`src/rtl/keypad_scan_debounce.sv`:
```
// 4x4 matrix keypad front end: walks the row drive, synchronizes and debounces
// the active-low columns, and decodes a held key into a code plus press strobe.
module keypad_scan_debounce #(
    parameter int unsigned SCAN_DIV        = 4,
    parameter int unsigned DEBOUNCE_CYCLES = 16
) (
    input  logic       clk,
    input  logic       rst,
    input  logic [3:0] matricial_col,
    output logic [3:0] matricial_lin,
    output logic       key_valid,
    output logic [3:0] key_code,
    output logic       key_pulse
);

    localparam int unsigned CW = $clog2(DEBOUNCE_CYCLES + 1);
    localparam int unsigned SW = (SCAN_DIV > 1) ? $clog2(SCAN_DIV) : 1;

    localparam logic [CW-1:0] DEB_LAST  = CW'(DEBOUNCE_CYCLES - 1);
    localparam logic [CW-1:0] DEB_FULL  = CW'(DEBOUNCE_CYCLES);
    localparam logic [SW-1:0] SCAN_LAST = SW'(SCAN_DIV - 1);
    localparam logic [3:0]    IDLE      = 4'b1111;

    typedef enum logic [2:0] {
        SCAN,
        SETTLE,
        DEBOUNCE,
        PRESSED,
        RELEASE
    } state_t;

    state_t        state;
    state_t        state_nxt;
    logic [3:0]    col_m;
    logic [3:0]    col_s;
    logic [1:0]    row_d1;
    logic [1:0]    row_d2;
    logic [1:0]    row_idx;
    logic [1:0]    row_nxt;
    logic [SW-1:0] scan_cnt;
    logic [SW-1:0] scan_cnt_nxt;
    logic [CW-1:0] cnt;
    logic [CW-1:0] cnt_nxt;
    logic [3:0]    pat;
    logic [3:0]    pat_nxt;
    logic          valid_nxt;
    logic [3:0]    code_nxt;
    logic          pulse_nxt;

    // Exactly one column low: the only pattern that can start a press.
    function automatic logic is_single(input logic [3:0] c);
        return (c == 4'b1110) || (c == 4'b1101) || (c == 4'b1011) || (c == 4'b0111);
    endfunction

    function automatic logic [3:0] decode(input logic [1:0] r, input logic [3:0] p);
        logic [1:0] c;
        logic [3:0] code;
        case (p)
            4'b1101: c = 2'd1;
            4'b1011: c = 2'd2;
            4'b0111: c = 2'd3;
            default: c = 2'd0;
        endcase
        case ({r, c})
            4'h0:    code = 4'd1;
            4'h1:    code = 4'd2;
            4'h2:    code = 4'd3;
            4'h3:    code = 4'd10;
            4'h4:    code = 4'd4;
            4'h5:    code = 4'd5;
            4'h6:    code = 4'd6;
            4'h7:    code = 4'd11;
            4'h8:    code = 4'd7;
            4'h9:    code = 4'd8;
            4'hA:    code = 4'd9;
            4'hB:    code = 4'd12;
            4'hC:    code = 4'd15;
            4'hD:    code = 4'd0;
            4'hE:    code = 4'd13;
            default: code = 4'd14;
        endcase
        return code;
    endfunction

    // Column synchronizer, with the driven row tracked alongside each sample.
    always_ff @(posedge clk) begin
        if (rst) begin
            col_m  <= IDLE;
            col_s  <= IDLE;
            row_d1 <= 2'd0;
            row_d2 <= 2'd0;
        end else begin
            col_m  <= matricial_col;
            col_s  <= col_m;
            row_d1 <= row_idx;
            row_d2 <= row_d1;
        end
    end

    always_ff @(posedge clk) begin
        if (rst) begin
            state         <= SCAN;
            row_idx       <= 2'd0;
            scan_cnt      <= '0;
            cnt           <= '0;
            pat           <= IDLE;
            matricial_lin <= 4'b1110;
            key_valid     <= 1'b0;
            key_code      <= 4'd0;
            key_pulse     <= 1'b0;
        end else begin
            state         <= state_nxt;
            row_idx       <= row_nxt;
            scan_cnt      <= scan_cnt_nxt;
            cnt           <= cnt_nxt;
            pat           <= pat_nxt;
            matricial_lin <= ~(4'b0001 << row_nxt);
            key_valid     <= valid_nxt;
            key_code      <= code_nxt;
            key_pulse     <= pulse_nxt;
        end
    end

    always_comb begin
        state_nxt    = state;
        row_nxt      = row_idx;
        scan_cnt_nxt = scan_cnt;
        cnt_nxt      = cnt;
        pat_nxt      = pat;
        valid_nxt    = key_valid;
        code_nxt     = key_code;
        pulse_nxt    = 1'b0;
        case (state)
            SCAN: begin
                // row_d2 names the row that produced col_s, so the row may jump back.
                if (is_single(col_s)) begin
                    pat_nxt      = col_s;
                    row_nxt      = row_d2;
                    scan_cnt_nxt = '0;
                    cnt_nxt      = '0;
                    state_nxt    = SETTLE;
                end else if (scan_cnt == SCAN_LAST) begin
                    scan_cnt_nxt = '0;
                    row_nxt      = row_idx + 2'd1;
                end else begin
                    scan_cnt_nxt = scan_cnt + SW'(1);
                end
            end
            SETTLE: begin
                // Flush samples launched before the row was frozen.
                if (cnt == CW'(1)) begin
                    cnt_nxt   = '0;
                    state_nxt = DEBOUNCE;
                end else begin
                    cnt_nxt = cnt + CW'(1);
                end
            end
            DEBOUNCE: begin
                if (col_s != pat) begin
                    cnt_nxt      = '0;
                    row_nxt      = row_idx + 2'd1;
                    scan_cnt_nxt = '0;
                    state_nxt    = SCAN;
                end else if (cnt == DEB_LAST) begin
                    cnt_nxt   = DEB_FULL;
                    valid_nxt = 1'b1;
                    code_nxt  = decode(row_idx, pat);
                    pulse_nxt = 1'b1;
                    state_nxt = PRESSED;
                end else if (cnt < DEB_FULL) begin
                    cnt_nxt = cnt + CW'(1);
                end
            end
            PRESSED: begin
                // Extra or different keys while held are ignored; only idle counts.
                if (col_s == IDLE) begin
                    cnt_nxt   = '0;
                    state_nxt = RELEASE;
                end
            end
            RELEASE: begin
                if (col_s != IDLE) begin
                    cnt_nxt   = '0;
                    state_nxt = PRESSED;
                end else if (cnt == DEB_LAST) begin
                    cnt_nxt      = '0;
                    valid_nxt    = 1'b0;
                    row_nxt      = row_idx + 2'd1;
                    scan_cnt_nxt = '0;
                    state_nxt    = SCAN;
                end else if (cnt < DEB_FULL) begin
                    cnt_nxt = cnt + CW'(1);
                end
            end
            default: state_nxt = SCAN;
        endcase
    end

endmodule
```
`config.mk`:
```
export PLATFORM = sky130hd
export DESIGN_NAME = keypad_scan_debounce
export DESIGN_NICKNAME = d
export VERILOG_FILES = /design/src/rtl/keypad_scan_debounce.sv
export SDC_FILE = /design/constraint.sdc
export NUM_CORES = 1
export LEC_CHECK = 0
export ABC_AREA = 1
export ABC_CLOCK_PERIOD_IN_PS = 2800
export CAP_MARGIN = 15
export CORE_ASPECT_RATIO = 1.75
export CORE_MARGIN = 8
export CORE_UTILIZATION = 58
export DETAILED_ROUTE_END_ITERATION = 16
export PLACE_DENSITY = 0.79
export SLEW_MARGIN = 20
export SYNTH_ARGS = -nofsm -noshare
export SYNTH_HDL_FRONTEND = slang
export SYNTH_SLANG_ARGS = --single-unit
```
`constraint.sdc`:
```
create_clock -name clk -period 2.8 [get_ports clk]
set_input_delay 0.28 -clock clk [delete_from_list [all_inputs] [get_ports clk]]
set_output_delay 0.28 -clock clk [all_outputs]
set_load 0.01 [all_outputs]
```
==> results.py <==
metrics = {
    "logic_synthesis": {
        "ys_top_cells_by_count": "nand2_1 (74), dfxtp_1 (38), nand3_1 (36)",
        "synthTopCellsByArea": "dfxtp_1 (36%), nand2_1 (13%), nand3_1 (8.4%), ha_1 (6.4%), inv_1 (6.1%)",
        "yosys_warnings": 0,
        "synth_nets": 325,
        "synth_top_area_share_pct": 35.5,
        "synthMostInstantiatedCell": "nand2_1",
        "synth_flop_cell": "dfxtp_1",
        "netlist_area_um2": 2140,
        "synth_edf_count": 0,
        "avgSynthCellArea_um2": 6.95,
        "synth_largest_area_cell": "dfxtp_1",
        "synth_cell_types": 36,
        "syn-instance-count": 308,
        "synth_seq_cells": 38,
        "ys_seq_area_share_pct": 35.5,
        "synthArstFlopShare_pct": 0,
    },
    "route": {
        "dr_wl_met2_um": 2710,
        "drc": 0,
        "drt_wl_total_um": 4940,
        "wl_per_cell_um": 13.2,
        "highest_layer": "met4",
        "ant_nets": 0,
        "first_iter_violations": 104,
        "vias_per_cell": 5.49,
        "dr_wl_met3_um": 149,
        "route.vias.total": 2046,
        "dr.pass1.iters": 4,
        "wl_met1_um": 1890,
    },
    "floorplanning": {
        "design.portCount": 16,
        "dieArea_um2": 5970,
        "die_width_um": 61.9,
        "initial_core_util_pct": 59.6,
        "num_rows": 29,
        "die_h_um": 96.4,
        "core_area_um2": 3590,
    },
    "critical_path": {
        "reg2reg_from": "cnt[0]",
        "cp-end-kind": "flop",
        "worst_ep_arrival_time_ps": 2360,
        "r2r_slack_ps": 620,
        "path_max_fanout": 8,
        "criticalPathCategory": "flop to flop",
        "crit_path_start_kind": "flop",
        "path_common_cell": "nand2_1",
        "cp_slowest_cell": "dfxtp_1",
        "reg2reg_to": "state[0]",
        "required_ps": 2980,
        "critPathMaxStageDelay_ps": 460,
        "reg2reg_depth": 11,
        "cp_cell_sequence": "ha_1 > nand2_1 > nor2_1 > ha_1 > inv_1 > nand3_1 > o21ai_0 > nor2_2 > nand2_1 > nand2_1 > a21oi_2",
        "crit_family": "simple AND/OR/NAND/NOR gates",
        "path_buf_inv": 1,
    },
    "power": {
        "p_sw_share_pct": 39.5,
        "p_sw_mw": 0.755,
        "p_int_mw": 1.16,
        "p_per_area_nw_per_um2": 781,
        "ir_worst_vdd_mv": 0.625,
        "pwr-share-seq_pct": 36.6,
        "pwr-share-clk_pct": 24.0,
        "power_frac_comb_pct": 39.4,
        "power.leakage_nw": 1.17,
    },
    "global_routing": {
        "grt_pass1_vias": 1954,
        "antenna_found_initial": 0,
        "grt_overflow_total": 0,
        "grt_pass1_wl_um": 8370,
        "grt_use_total_pct": 18.5,
        "grt_max_degree": 24,
    },
    "cells_and_area": {
        "area_growth_pct": 14.4,
        "drive_gt1_share_pct": 13.8,
        "antenna_cells": 0,
        "nets": 343,
        "final_util_pct": 68.2,
        "fillCellCount": 316,
    },
    "clocking": {
        "post_cts_resized": 0,
        "numCtsBuffers": 5,
        "postCtsHoldBufs": 0,
        "cts_buffer_depth": 2,
        "post_cts_buffers": 0,
        "htree_num_levels": 2,
        "cts_tree": "built",
        "path_clk_slew_ps": 80,
        "cts_sinks": 38,
        "clk_latency_ps": 290,
        "cts_root_buf": "clkbuf_8",
    },
    "timing": {
        "rsz0062_at_grt": "false",
        "fin_crit_ps": 2180,
        "slew_violations": 0,
        "worst_slack_ps": 621,
        "finalSetupViolations": 0,
        "fin_crit_sh_pct": 77.8,
        "worst_pin_slew_ps": 455,
        "finalHoldViolCount": 0,
        "fin_tns_setup_ps": 0,
        "fmax_ghz": 0.459,
        "finClkSkew_ps": 4.71,
        "max_slew_margin_pct": 69.6,
    },
    "hold_path": {
        "min_from": "row_d1[1]",
        "hold_path.class": "flop to flop",
        "holdPathStages": 2,
        "whs_endpoint": "row_d2[1]",
    },
    "run": {
        "maxCapViolCount": 0,
    },
    "placed_design": {
        "place_ws_ps": 675,
        "port_buffers": 15,
        "gp_congestion": 0.889,
        "dp_hpwl_um": 3770,
    },
    "run_status": {
        "status": "completed",
    },
}
## layout by cell type (no fill, tap or decap), types with 3 or more instances in the layout
cell	instances
nand2_1	74
or2_2	10
inv_1	35
dfxtp_1	38
nand4_1	5
o211ai_1	8
clkinv_2	3
clkdlybuf4s50_1	15
ha_1	11
o21ai_0	8
nand3_1	36
inv_2	7
nor2_1	29
a21oi_2	3
clkbuf_8	5
a21oi_1	11
nor2_2	4
nand2_2	3
## cell type report
class                           instances  area [um^2]  area share [%]
Inverter                               43          163            6.64
Multi-Input combinational cell        221         1190            48.7
Timing Repair Buffer                   17          165            6.74
Sequential cell                        38          761            31.1
Clock buffer                            5         68.8            2.81
Tap cell                               46         57.6            2.35
Clock inverter                          3         40.0            1.64
## per-stage QoR
step                      cells  hold slack [ps]  power, mW  cell area [um^2]
after detailed placement    365              397       1.46              2340
after global routing        373              411       2.05              2450
final                       373              408       1.91              2450
after global placement      365              391       1.44              2340
after CTS                   373              407       1.92              2450
after floorplan             308              384       1.26              2140
## power by group through the flow
stage | sequential [mW] | combinational [mW] | clock [mW]
detailed placement | 0.710 | 0.748 | 0
CTS | 0.698 | 0.754 | 0.466
floorplan | 0.696 | 0.562 | 0
global placement | 0.706 | 0.729 | 0
global route | 0.711 | 0.853 | 0.488
finish | 0.699 | 0.754 | 0.460
## state kept, by name, indices dropped and copies added, names as in the netlist, 3 cells and up
name           count
key_code           4
col_m              4
col_s              4
pat                4
state              3
matricial_lin      4
cnt                5
## cell families after synthesis
| kind of cell | count (synthesis) | share of synthesized area, % |
|---|---|---|
| buffers and inverters | 49 | 8.71 |
| AND/OR/NAND/NOR | 170 | 37.3 |
| adder cells (fa/ha/maj) | 11 | 6.43 |
| flip-flops | 38 | 35.5 |
| AO/OA/AOI/OAI | 40 | 12.0 |
## metal layers
layer	vias up	global-route usage (%)
met5	-	0
met4	0	11.7
met3	17	3.58
met2	51	34.4
met1	949	17.3
li1	1029	-
## worst max-delay path by stage
stage / to / cells after the start / slack [ps] / from
2_1_floorplan: state[1] / 12 / 840 / cnt[0]
3_3_place_gp: state[0] / 11 / 800 / cnt[0]
3_5_place_dp: state[0] / 11 / 680 / cnt[0]
4_1_cts: state[0] / 11 / 650 / cnt[0]
5_1_grt: state[0] / 11 / 410 / cnt[0]
6_report: state[0] / 11 / 620 / cnt[0]
## worst min-delay path: cells and delay by family (launching register included)
| kind | cells | cell delay [ps] |
|---|---|---|
| DFF | 1 | 300 |
| buffers and inverters | 1 | 50 |
| and+or+nand+nor | 1 | 30 |
No activity file was read; power rests on OpenSTA's default activity.
